[src/rtl/wb_stage_if.sv]
// wb_stage_if: entry bundle from the memory stage and the write port
// towards the register file and forwarding unit.
interface wb_stage_if #(
   parameter int DATA_W = 16,
   parameter int REG_AW = 3
);
   logic              in_valid;
   logic [1:0]        in_src;
   logic [DATA_W-1:0] in_alu;
   logic [DATA_W-1:0] in_mem;
   logic [DATA_W-1:0] in_link;
   logic [DATA_W-1:0] in_imm;
   logic [REG_AW-1:0] in_rd;
   logic              in_reg_we;
   logic              in_byte;
   logic              in_byte_hi;
   logic              in_signed;
   logic              in_halt;

   logic [DATA_W-1:0] wt_data;
   logic [REG_AW-1:0] wt_reg;
   logic              wt_en;
   logic              fwd_valid;

   // Memory-stage side: presents entries, observes the write port.
   modport master (
      output in_valid, in_src, in_alu, in_mem, in_link, in_imm, in_rd,
             in_reg_we, in_byte, in_byte_hi, in_signed, in_halt,
      input  wt_data, wt_reg, wt_en, fwd_valid
   );

   // Write-back stage side.
   modport slave (
      input  in_valid, in_src, in_alu, in_mem, in_link, in_imm, in_rd,
             in_reg_we, in_byte, in_byte_hi, in_signed, in_halt,
      output wt_data, wt_reg, wt_en, fwd_valid
   );
endinterface

[src/rtl/wb_stage.sv]
// wb_stage: MEM/WB pipeline register with four-source result select,
// byte-load extension, single-fire writes under stall, halt sequencing
// and a retired-instruction counter.
module wb_stage #(
   parameter int DATA_W   = 16,
   parameter int REG_AW   = 3,
   parameter int CNT_W    = 32,
   parameter int ZERO_REG = 1
) (
   input  logic             clk,
   input  logic             rst_n,
   input  logic             stall,
   input  logic             flush,
   wb_stage_if.slave        wb,
   output logic             halted,
   output logic [CNT_W-1:0] retire_cnt
);

   typedef enum logic {RUN = 1'b0, HALTED = 1'b1} state_t;

   state_t            state_q, state_d;
   logic              v_q, v_d;
   logic              done_q, done_d;
   logic [1:0]        src_q, src_d;
   logic [DATA_W-1:0] alu_q, alu_d;
   logic [DATA_W-1:0] mem_q, mem_d;
   logic [DATA_W-1:0] link_q, link_d;
   logic [DATA_W-1:0] imm_q, imm_d;
   logic [REG_AW-1:0] rd_q, rd_d;
   logic              we_q, we_d;
   logic              byte_q, byte_d;
   logic              byte_hi_q, byte_hi_d;
   logic              signed_q, signed_d;
   logic              halt_q, halt_d;
   logic [CNT_W-1:0]  cnt_q, cnt_d;

   logic              fire;
   logic              rd_blocked;
   logic [DATA_W-1:0] result;

   // Extend one byte lane to the datapath width, signed or unsigned.
   function automatic logic [DATA_W-1:0] ext_byte(input logic [7:0] b,
                                                  input logic       sgn);
      logic signed [7:0] sb;
      sb = b;
      if (sgn) begin
         ext_byte = {{(DATA_W-8){sb[7]}}, b};
      end else begin
         ext_byte = {{(DATA_W-8){1'b0}}, b};
      end
   endfunction

   // Write qualification: an entry fires once, never while halting or halted.
   always_comb begin
      rd_blocked = (ZERO_REG != 0) && (rd_q == '0);
      fire       = v_q && !done_q && !halt_q && (state_q == RUN);
   end

   // Result select from the registered entry.
   always_comb begin
      result = alu_q;
      unique case (src_q)
         2'd0: result = alu_q;
         2'd1: begin
            if (!byte_q) begin
               result = mem_q;
            end else if (byte_hi_q) begin
               result = ext_byte(mem_q[15:8], signed_q);
            end else begin
               result = ext_byte(mem_q[7:0], signed_q);
            end
         end
         2'd2: result = link_q;
         2'd3: result = imm_q;
         default: result = alu_q;
      endcase
   end

   // Next-state: capture / hold / kill the entry, halt transition, retire count.
   always_comb begin
      state_d   = state_q;
      v_d       = v_q;
      done_d    = done_q;
      src_d     = src_q;
      alu_d     = alu_q;
      mem_d     = mem_q;
      link_d    = link_q;
      imm_d     = imm_q;
      rd_d      = rd_q;
      we_d      = we_q;
      byte_d    = byte_q;
      byte_hi_d = byte_hi_q;
      signed_d  = signed_q;
      halt_d    = halt_q;
      cnt_d     = cnt_q;

      if (state_q == HALTED) begin
         v_d    = 1'b0;
         done_d = 1'b0;
      end else begin
         if (v_q && !done_q && halt_q) begin
            state_d = HALTED;
         end
         if (flush) begin
            v_d    = 1'b0;
            done_d = 1'b0;
         end else if (stall) begin
            // Held entry: remember that its single write has happened.
            if (fire) begin
               done_d = 1'b1;
            end
         end else begin
            v_d       = wb.in_valid;
            done_d    = 1'b0;
            src_d     = wb.in_src;
            alu_d     = wb.in_alu;
            mem_d     = wb.in_mem;
            link_d    = wb.in_link;
            imm_d     = wb.in_imm;
            rd_d      = wb.in_rd;
            we_d      = wb.in_reg_we;
            byte_d    = wb.in_byte;
            byte_hi_d = wb.in_byte_hi;
            signed_d  = wb.in_signed;
            halt_d    = wb.in_halt;
         end
      end

      if (fire) begin
         cnt_d = cnt_q + CNT_W'(1);
      end
   end

   // State register; HALTED is left only through reset.
   always_ff @(posedge clk or negedge rst_n) begin
      if (!rst_n) begin
         state_q <= RUN;
      end else begin
         state_q <= state_d;
      end
   end

   // Pipeline register and done flag.
   always_ff @(posedge clk or negedge rst_n) begin
      if (!rst_n) begin
         v_q       <= 1'b0;
         done_q    <= 1'b0;
         src_q     <= '0;
         alu_q     <= '0;
         mem_q     <= '0;
         link_q    <= '0;
         imm_q     <= '0;
         rd_q      <= '0;
         we_q      <= 1'b0;
         byte_q    <= 1'b0;
         byte_hi_q <= 1'b0;
         signed_q  <= 1'b0;
         halt_q    <= 1'b0;
      end else begin
         v_q       <= v_d;
         done_q    <= done_d;
         src_q     <= src_d;
         alu_q     <= alu_d;
         mem_q     <= mem_d;
         link_q    <= link_d;
         imm_q     <= imm_d;
         rd_q      <= rd_d;
         we_q      <= we_d;
         byte_q    <= byte_d;
         byte_hi_q <= byte_hi_d;
         signed_q  <= signed_d;
         halt_q    <= halt_d;
      end
   end

   // Retired-instruction counter, wraps naturally.
   always_ff @(posedge clk or negedge rst_n) begin
      if (!rst_n) begin
         cnt_q <= '0;
      end else begin
         cnt_q <= cnt_d;
      end
   end

   // Write port and status outputs.
   always_comb begin
      wb.wt_data   = result;
      wb.wt_reg    = rd_q;
      wb.wt_en     = fire && we_q && !rd_blocked;
      wb.fwd_valid = v_q && we_q && !halt_q && !rd_blocked;
      halted       = (state_q == HALTED);
      retire_cnt   = cnt_q;
   end

endmodule

[src/flat_wrapper.sv]
// flat-port wrapper written by rule: the top's interface ports become plain ports
module wb_stage_flat 
#(
   parameter int DATA_W   = 16,
   parameter int REG_AW   = 3,
   parameter int CNT_W    = 32,
   parameter int ZERO_REG = 1
)
  (clk, rst_n, stall, flush, halted, retire_cnt, wb_in_valid, wb_in_src, wb_in_alu, wb_in_mem, wb_in_link, wb_in_imm, wb_in_rd, wb_in_reg_we, wb_in_byte, wb_in_byte_hi, wb_in_signed, wb_in_halt, wb_wt_data, wb_wt_reg, wb_wt_en, wb_fwd_valid);
  wb_stage_if #(.DATA_W(DATA_W), .REG_AW(REG_AW)) wb_i ();
  input  logic clk;
  input  logic rst_n;
  input  logic stall;
  input  logic flush;
  output logic halted;
  output logic [CNT_W-1:0] retire_cnt;
  input wire logic [$bits(wb_i.in_valid)-1:0] wb_in_valid;
  input wire logic [$bits(wb_i.in_src)-1:0] wb_in_src;
  input wire logic [$bits(wb_i.in_alu)-1:0] wb_in_alu;
  input wire logic [$bits(wb_i.in_mem)-1:0] wb_in_mem;
  input wire logic [$bits(wb_i.in_link)-1:0] wb_in_link;
  input wire logic [$bits(wb_i.in_imm)-1:0] wb_in_imm;
  input wire logic [$bits(wb_i.in_rd)-1:0] wb_in_rd;
  input wire logic [$bits(wb_i.in_reg_we)-1:0] wb_in_reg_we;
  input wire logic [$bits(wb_i.in_byte)-1:0] wb_in_byte;
  input wire logic [$bits(wb_i.in_byte_hi)-1:0] wb_in_byte_hi;
  input wire logic [$bits(wb_i.in_signed)-1:0] wb_in_signed;
  input wire logic [$bits(wb_i.in_halt)-1:0] wb_in_halt;
  output wire logic [$bits(wb_i.wt_data)-1:0] wb_wt_data;
  output wire logic [$bits(wb_i.wt_reg)-1:0] wb_wt_reg;
  output wire logic [$bits(wb_i.wt_en)-1:0] wb_wt_en;
  output wire logic [$bits(wb_i.fwd_valid)-1:0] wb_fwd_valid;
  assign wb_i.in_valid = wb_in_valid;
  assign wb_i.in_src = wb_in_src;
  assign wb_i.in_alu = wb_in_alu;
  assign wb_i.in_mem = wb_in_mem;
  assign wb_i.in_link = wb_in_link;
  assign wb_i.in_imm = wb_in_imm;
  assign wb_i.in_rd = wb_in_rd;
  assign wb_i.in_reg_we = wb_in_reg_we;
  assign wb_i.in_byte = wb_in_byte;
  assign wb_i.in_byte_hi = wb_in_byte_hi;
  assign wb_i.in_signed = wb_in_signed;
  assign wb_i.in_halt = wb_in_halt;
  assign wb_wt_data = wb_i.wt_data;
  assign wb_wt_reg = wb_i.wt_reg;
  assign wb_wt_en = wb_i.wt_en;
  assign wb_fwd_valid = wb_i.fwd_valid;
  wb_stage #(.DATA_W(DATA_W), .REG_AW(REG_AW), .CNT_W(CNT_W), .ZERO_REG(ZERO_REG)) u_core (.clk(clk), .rst_n(rst_n), .stall(stall), .flush(flush), .wb(wb_i), .halted(halted), .retire_cnt(retire_cnt));
endmodule
[config.mk]
export PLATFORM = sky130hd
export DESIGN_NAME = wb_stage_flat
export DESIGN_NICKNAME = d
export VERILOG_FILES = /design/src/rtl/wb_stage_if.sv /design/src/rtl/wb_stage.sv /design/src/flat_wrapper.sv
export SDC_FILE = /design/constraint.sdc
export NUM_CORES = 1
export LEC_CHECK = 0
export BUFFER_PORTS_ARGS = -buffer_cell sky130_fd_sc_hd__buf_2
export CORE_MARGIN = 10
export CORE_UTILIZATION = 40
export CTS_CLUSTER_DIAMETER = 60
export DETAILED_ROUTE_END_ITERATION = 12
export PLACE_DENSITY = 0.78
export SLEW_MARGIN = 20
export SYNTH_ARGS = -nofsm -noshare
export SYNTH_HDL_FRONTEND = slang
export SYNTH_SLANG_ARGS = --single-unit
export TNS_END_PERCENT = 1
[constraint.sdc]
create_clock -name clk -period 1.4 [get_ports clk]
set_input_delay 0.07 -clock clk [delete_from_list [all_inputs] [get_ports clk]]
set_output_delay 0.07 -clock clk [all_outputs]
set_load 0.02 [all_outputs]
Word-level counts from Yosys, hierarchy flattened
Index checks and enable logic that the tools add are counted.
{"block": "totals", "register_bits": 109, "input_bits": 79, "wordCells": 53}
{"block": "classes", "n_addsub": 1, "eq_ne": 5, "mux": 14, "bitwise_logic": 3, "n_reduce_logical": 15}
{"cell": "16-bit 2-to-1 mux", "count": 4}
{"cell": "16-bit case mux with 4 select lines", "count": 1}
{"cell": "32-bit by 1-bit adder with 32-bit output, second input constant", "count": 1}
{"cell": "1-bit logical AND", "count": 9}
{"cell": "1-bit 2-to-1 mux", "count": 9}
{"cell": "2-bit equality test, second input constant", "count": 2}
{"cell": "4-bit by 1-bit inequality test with 1-bit output, second input constant", "count": 1}
{"cell": "1-bit zero test", "count": 3}
{"cell": "3-bit zero test", "count": 1}
{"cell": "3-bit by 1-bit inequality test with 1-bit output, second input constant", "count": 1}
{"cell": "1-bit inverter", "count": 3}
{"cell": "3-bit AND reduction", "count": 1}
{"cell": "2-bit by 1-bit equality test with 1-bit output, second input constant", "count": 1}
{"cell": "2-bit zero test", "count": 1}

Depth between registers and ports, before layout
{"block": "depth", "word_depth": 8, "mapped_depth": 5, "ltp_nobuf": 4}

Worst setup path before layout
OpenSTA, ideal clock, no wires.
{"block": "synth_timing", "kind": "register to register", "start": "register u_core.state_q, in the netlist u_core.halted", "end": "register u_core.alu_q[0]", "t_arrival_ns": 1.554, "required_ns": 1.275, "slack_ns": -0.278, "path_stages_with_launch": 5, "period_less_slack_ns": 1.678, "cell_sequence": "dfrtp_1 nor3_1 buf_2 buf_2 mux2_2"}
{"block": "synth_between", "elab_chain_cells": 2}
{"item": "start: declaration", "line": "wb_stage.sv:21", "rtl": "state_t state_q, state_d;"}
{"item": "start signal: assignment", "line": "wb_stage.sv:139", "rtl": "state_q <= state_d;"}
{"item": "1-bit inverter (no line)"}
{"item": "3-bit AND reduction (no line)"}
{"item": "end signal: assignment", "line": "wb_stage.sv:163", "rtl": "alu_q <= alu_d;"}
{"item": "end: declaration", "line": "wb_stage.sv:25", "rtl": "logic [DATA_W-1:0] alu_q, alu_d;"}
Every way passes these cells.
A chain may end at the register's enable or synchronous reset.

Final worst setup path
{"block": "layout_timing", "start": "register u_core.byte_hi_q", "end": "output wb_wt_data[5]"}
{"block": "layout_between", "elab_chain_cells": 3}
{"item": "start: declaration", "line": "wb_stage.sv:32", "rtl": "logic byte_hi_q, byte_hi_d;"}
{"item": "start signal: assignment", "line": "wb_stage.sv:170", "rtl": "byte_hi_q <= byte_hi_d;"}
{"item": "16-bit 2-to-1 mux", "line": "wb_stage.sv:67", "rtl": "end else if (byte_hi_q) begin"}
{"item": "16-bit 2-to-1 mux", "line": "wb_stage.sv:65", "rtl": "if (!byte_q) begin"}
{"item": "16-bit case mux with 4 select lines", "line": "wb_stage.sv:62", "rtl": "unique case (src_q)"}
{"item": "end: declaration", "line": "flat_wrapper.sv:29", "rtl": "output wire logic [$bits(wb_i.wt_data)-1:0] wb_wt_data;"}
Every way passes these cells.

==> run metrics <==
global route overflow=0; met2 usage=30.9%; drt via density=5.02; WL per Instance=18.3 um; Post-Synthesis Cells=382; post-synthesis adder-cell area fraction=0.246%; Post-Syn Area=5090 um2; Die Footprint=17700 um2; final wirelength=15300 um; largest family of logic cells by synthesized area=multiplexers; Ports=133; GR Util met3=4.16%; Pre-Repair DR Iteration Count=4; min setup slack post-route=-596 ps; gpl congestion=0.790; Die Width=133 um; busiest grt layer=met2; post-synth top area cell=dfrtp_1; synth warn=0; Max Fclk=501 MHz; Slew Viols, Final=0; number of vias in the routed layout=4193; Final min period=2000 ps; worst vdd ir=0.779 mV; Critical Path AT=1930 ps; HP Class=primary input to flip-flop; Primary FF master, synth=dfrtp_1; largest cells by area after synthesis=dfrtp_1 54%, mux2_2 18%, xor2_1 3.8%; CP Cell Sequence=nand2_2, buf_12, mux2_2, mux4_2, buf_6; post-synthesis sequential area ratio=53.5%; #FFs+latches synth=109; Initial Util=40.5%; P&R area growth vs syn=54.2%; CORE AREA=12600 um2; skew final=5.89 ps; syn nets=462; syn_area_per_cell=13.3 um2; Final nets=731; MaxCap Viol Count=0; endpoint class of the critical path=primary output; Initial DRC Count=157; DP Wirelength=10300 um; filler cell count=910; power per standard cell area=1770 nW/um2; CTS tree=built; vias in the first global route=4741; critical path class=flip-flop to primary output; Worst-path clk slew=70 ps; violated checks=setup timing; CP peak stage delay=470 ps; largest net degree at the start of global routing=44; ys async rst share=100%; worst skew pair latency=350 ps; Post-synth EDFFs=0; CTS H-Tree Depth=3; critical path fanouts, max=8; setup-violating endpoint count in the final report=118; Pleak=3.74 nW; GR Layer Usage met1=19.0%; CP required=1330 ps; layout cells sized above 1=53.8%; Synth Area in Compound Gates=3.46%; Util after Layout=62.5%; crit start category=flip-flop; IO Port Bufs=132; RSZ-0062 raised after global routing=yes; share of the synthesized area in the top cell type=53.5%; Final Cycle Share=143%; Fin. Hold Viols=0; Row Count=41; first-pass GRT wire length=24900 um; Clock Path Buffers=2; fraction of synthesized area in multiplexers=22.1%; number of flip-flops in the largest register=32; # DRC=0; Clock Sinks=109; max_slew headroom=69.4%; Distinct cells, synth=36; Slew @ Worst Pin=459 ps; die span in y=133 um; run status=finished, violations left; initial antenna violation count=7; Synth Area in Simple Gates=13.0%; crit path max-delay cell type=mux4_2; Post-Synth XOR/XNOR Area=5.33%; Final ANT Viol Nets=0; Overall Global Routing Usage=17.5%; Tot Pwr=13.9 mW; Num CTS Buffers=9; CTS root buf=clkbuf_16
[where the power goes]
| group | internal [mW] | total (mW) | switching, mW |
|---|---|---|---|
| sequential | 4.30 | 5.05 | 0.754 |
| clock | 1.43 | 2.55 | 1.12 |
| combinational | 3.42 | 6.27 | 2.84 |
[final cells by class]
| type | instances | area [um2] | area share, % |
|---|---|---|---|
| diodes | 8 | 20.0 | 0.255 |
| clock buffers | 12 | 246 | 3.14 |
| clock inverters | 4 | 47.5 | 0.605 |
| inverters | 6 | 22.5 | 0.287 |
| multi-input cells | 248 | 2430 | 31.0 |
| flip-flops and latches | 109 | 2740 | 34.9 |
| well taps | 172 | 215 | 2.74 |
| repair buffers | 277 | 2130 | 27.1 |
[stage by stage]
| stage | TNS [ps] | cells | area (um2) | setup slack [ps] | hold slack (ps) |
|---|---|---|---|---|---|
| after floorplan | -12930 | 382 | 5200 | -182 | -226 |
| after global routing | -26800 | 836 | 7860 | -656 | 21.2 |
| after detailed placement | -21610 | 735 | 6590 | -252 | 19.8 |
| after CTS | -21590 | 827 | 7780 | -604 | 22.2 |
| after global placement | -16850 | 735 | 6590 | -258 | 16.3 |
| final | -21370 | 836 | 7860 | -596 | 28.3 |
[cell usage in the layout (no fill, tap or decap), drive strengths merged, types with 2 or more instances in the layout]
master	n
mux2	83
xor2	22
nand4	9
diode	8
inv	6
nor3	12
o22a	8
nor2	12
and3	2
dfrtp	109
nor4	11
nand2	13
xnor2	9
clkbuf	13
mux4	8
and4	5
clkinv	2
buf	200
nor4b	2
nor2b	9
dlygate4sd3	76
o21ai	17
nand3	17
[final timing paths]
check	from	endpoint	slack, ps	cells after the start
min	stall	u_core.done_q$_DFFE_PN0P_	30	2
max	u_core.byte_hi_q$_DFFE_PN0P_	wb_wt_data[5]	-600	5
max reg2reg	u_core.done_q$_DFFE_PN0P_	u_core.retire_cnt[15]$_DFFE_PN0P_	-240	5
max in group asynchronous	rst_n	u_core.retire_cnt[6]$_DFFE_PN0P_	650	3
min reg2reg	u_core.retire_cnt[31]$_DFFE_PN0P_	u_core.retire_cnt[31]$_DFFE_PN0P_	460	1
min in group asynchronous	rst_n	u_core.link_q[4]$_DFFE_PN0P_	180	2
[synth_stat cells (2+ instances only)]
master      n
and3_1      2
and4_1      5
buf_1       2
buf_2      10
buf_6       2
clkbuf_1    5
dfrtp_1   109
inv_1       6
mux2_2     83
mux4_2      8
nand2_1    13
nand3_1    16
nand4_1     5
nand4_2     3
nor2_1     12
nor2b_1     9
nor3_1     11
nor4_2     11
o21ai_0    17
o22a_1      8
xnor2_1     9
xor2_1     22
[kinds of logic (layout without fill, tap and decap cells)]
kind of cell    Yosys count  after routing
flops                   109            109
simple gates             96             96
mux                      92             92
xor+xnor                 31             31
compound gates           28             28
buf+inv                  25            299
fa+ha+maj                 1              1
other cells               0              8
[layer usage]
metal	up-vias	share of wire, %	routed length (um)
li1	1923	-	-
met1	2098	39	5930
met2	135	53	8180
met3	37	4.3	661
met4	0	3.6	557
met5	-	0	0
[what timing repair did]
action / in CTS / in global routing
hold buffers: 76 / 0
cloned: 0 / 0
endpoints found under the setup margin: 121 / 121
endpoints found under the hold margin: 101 / 0
resized for setup: 34 / 15
pin swaps: 11 / 5
buffers inserted: 0 / 1
[critical path, delay by kind of cell, from the launching register on]
kind                   cells  cell delay [ps]
buffers and inverters      2              300
AND/OR/NAND/NOR            1               90
flip-flops                 1              400
multiplexers               2              800
Note: power is estimated with default switching activity, not from simulation.
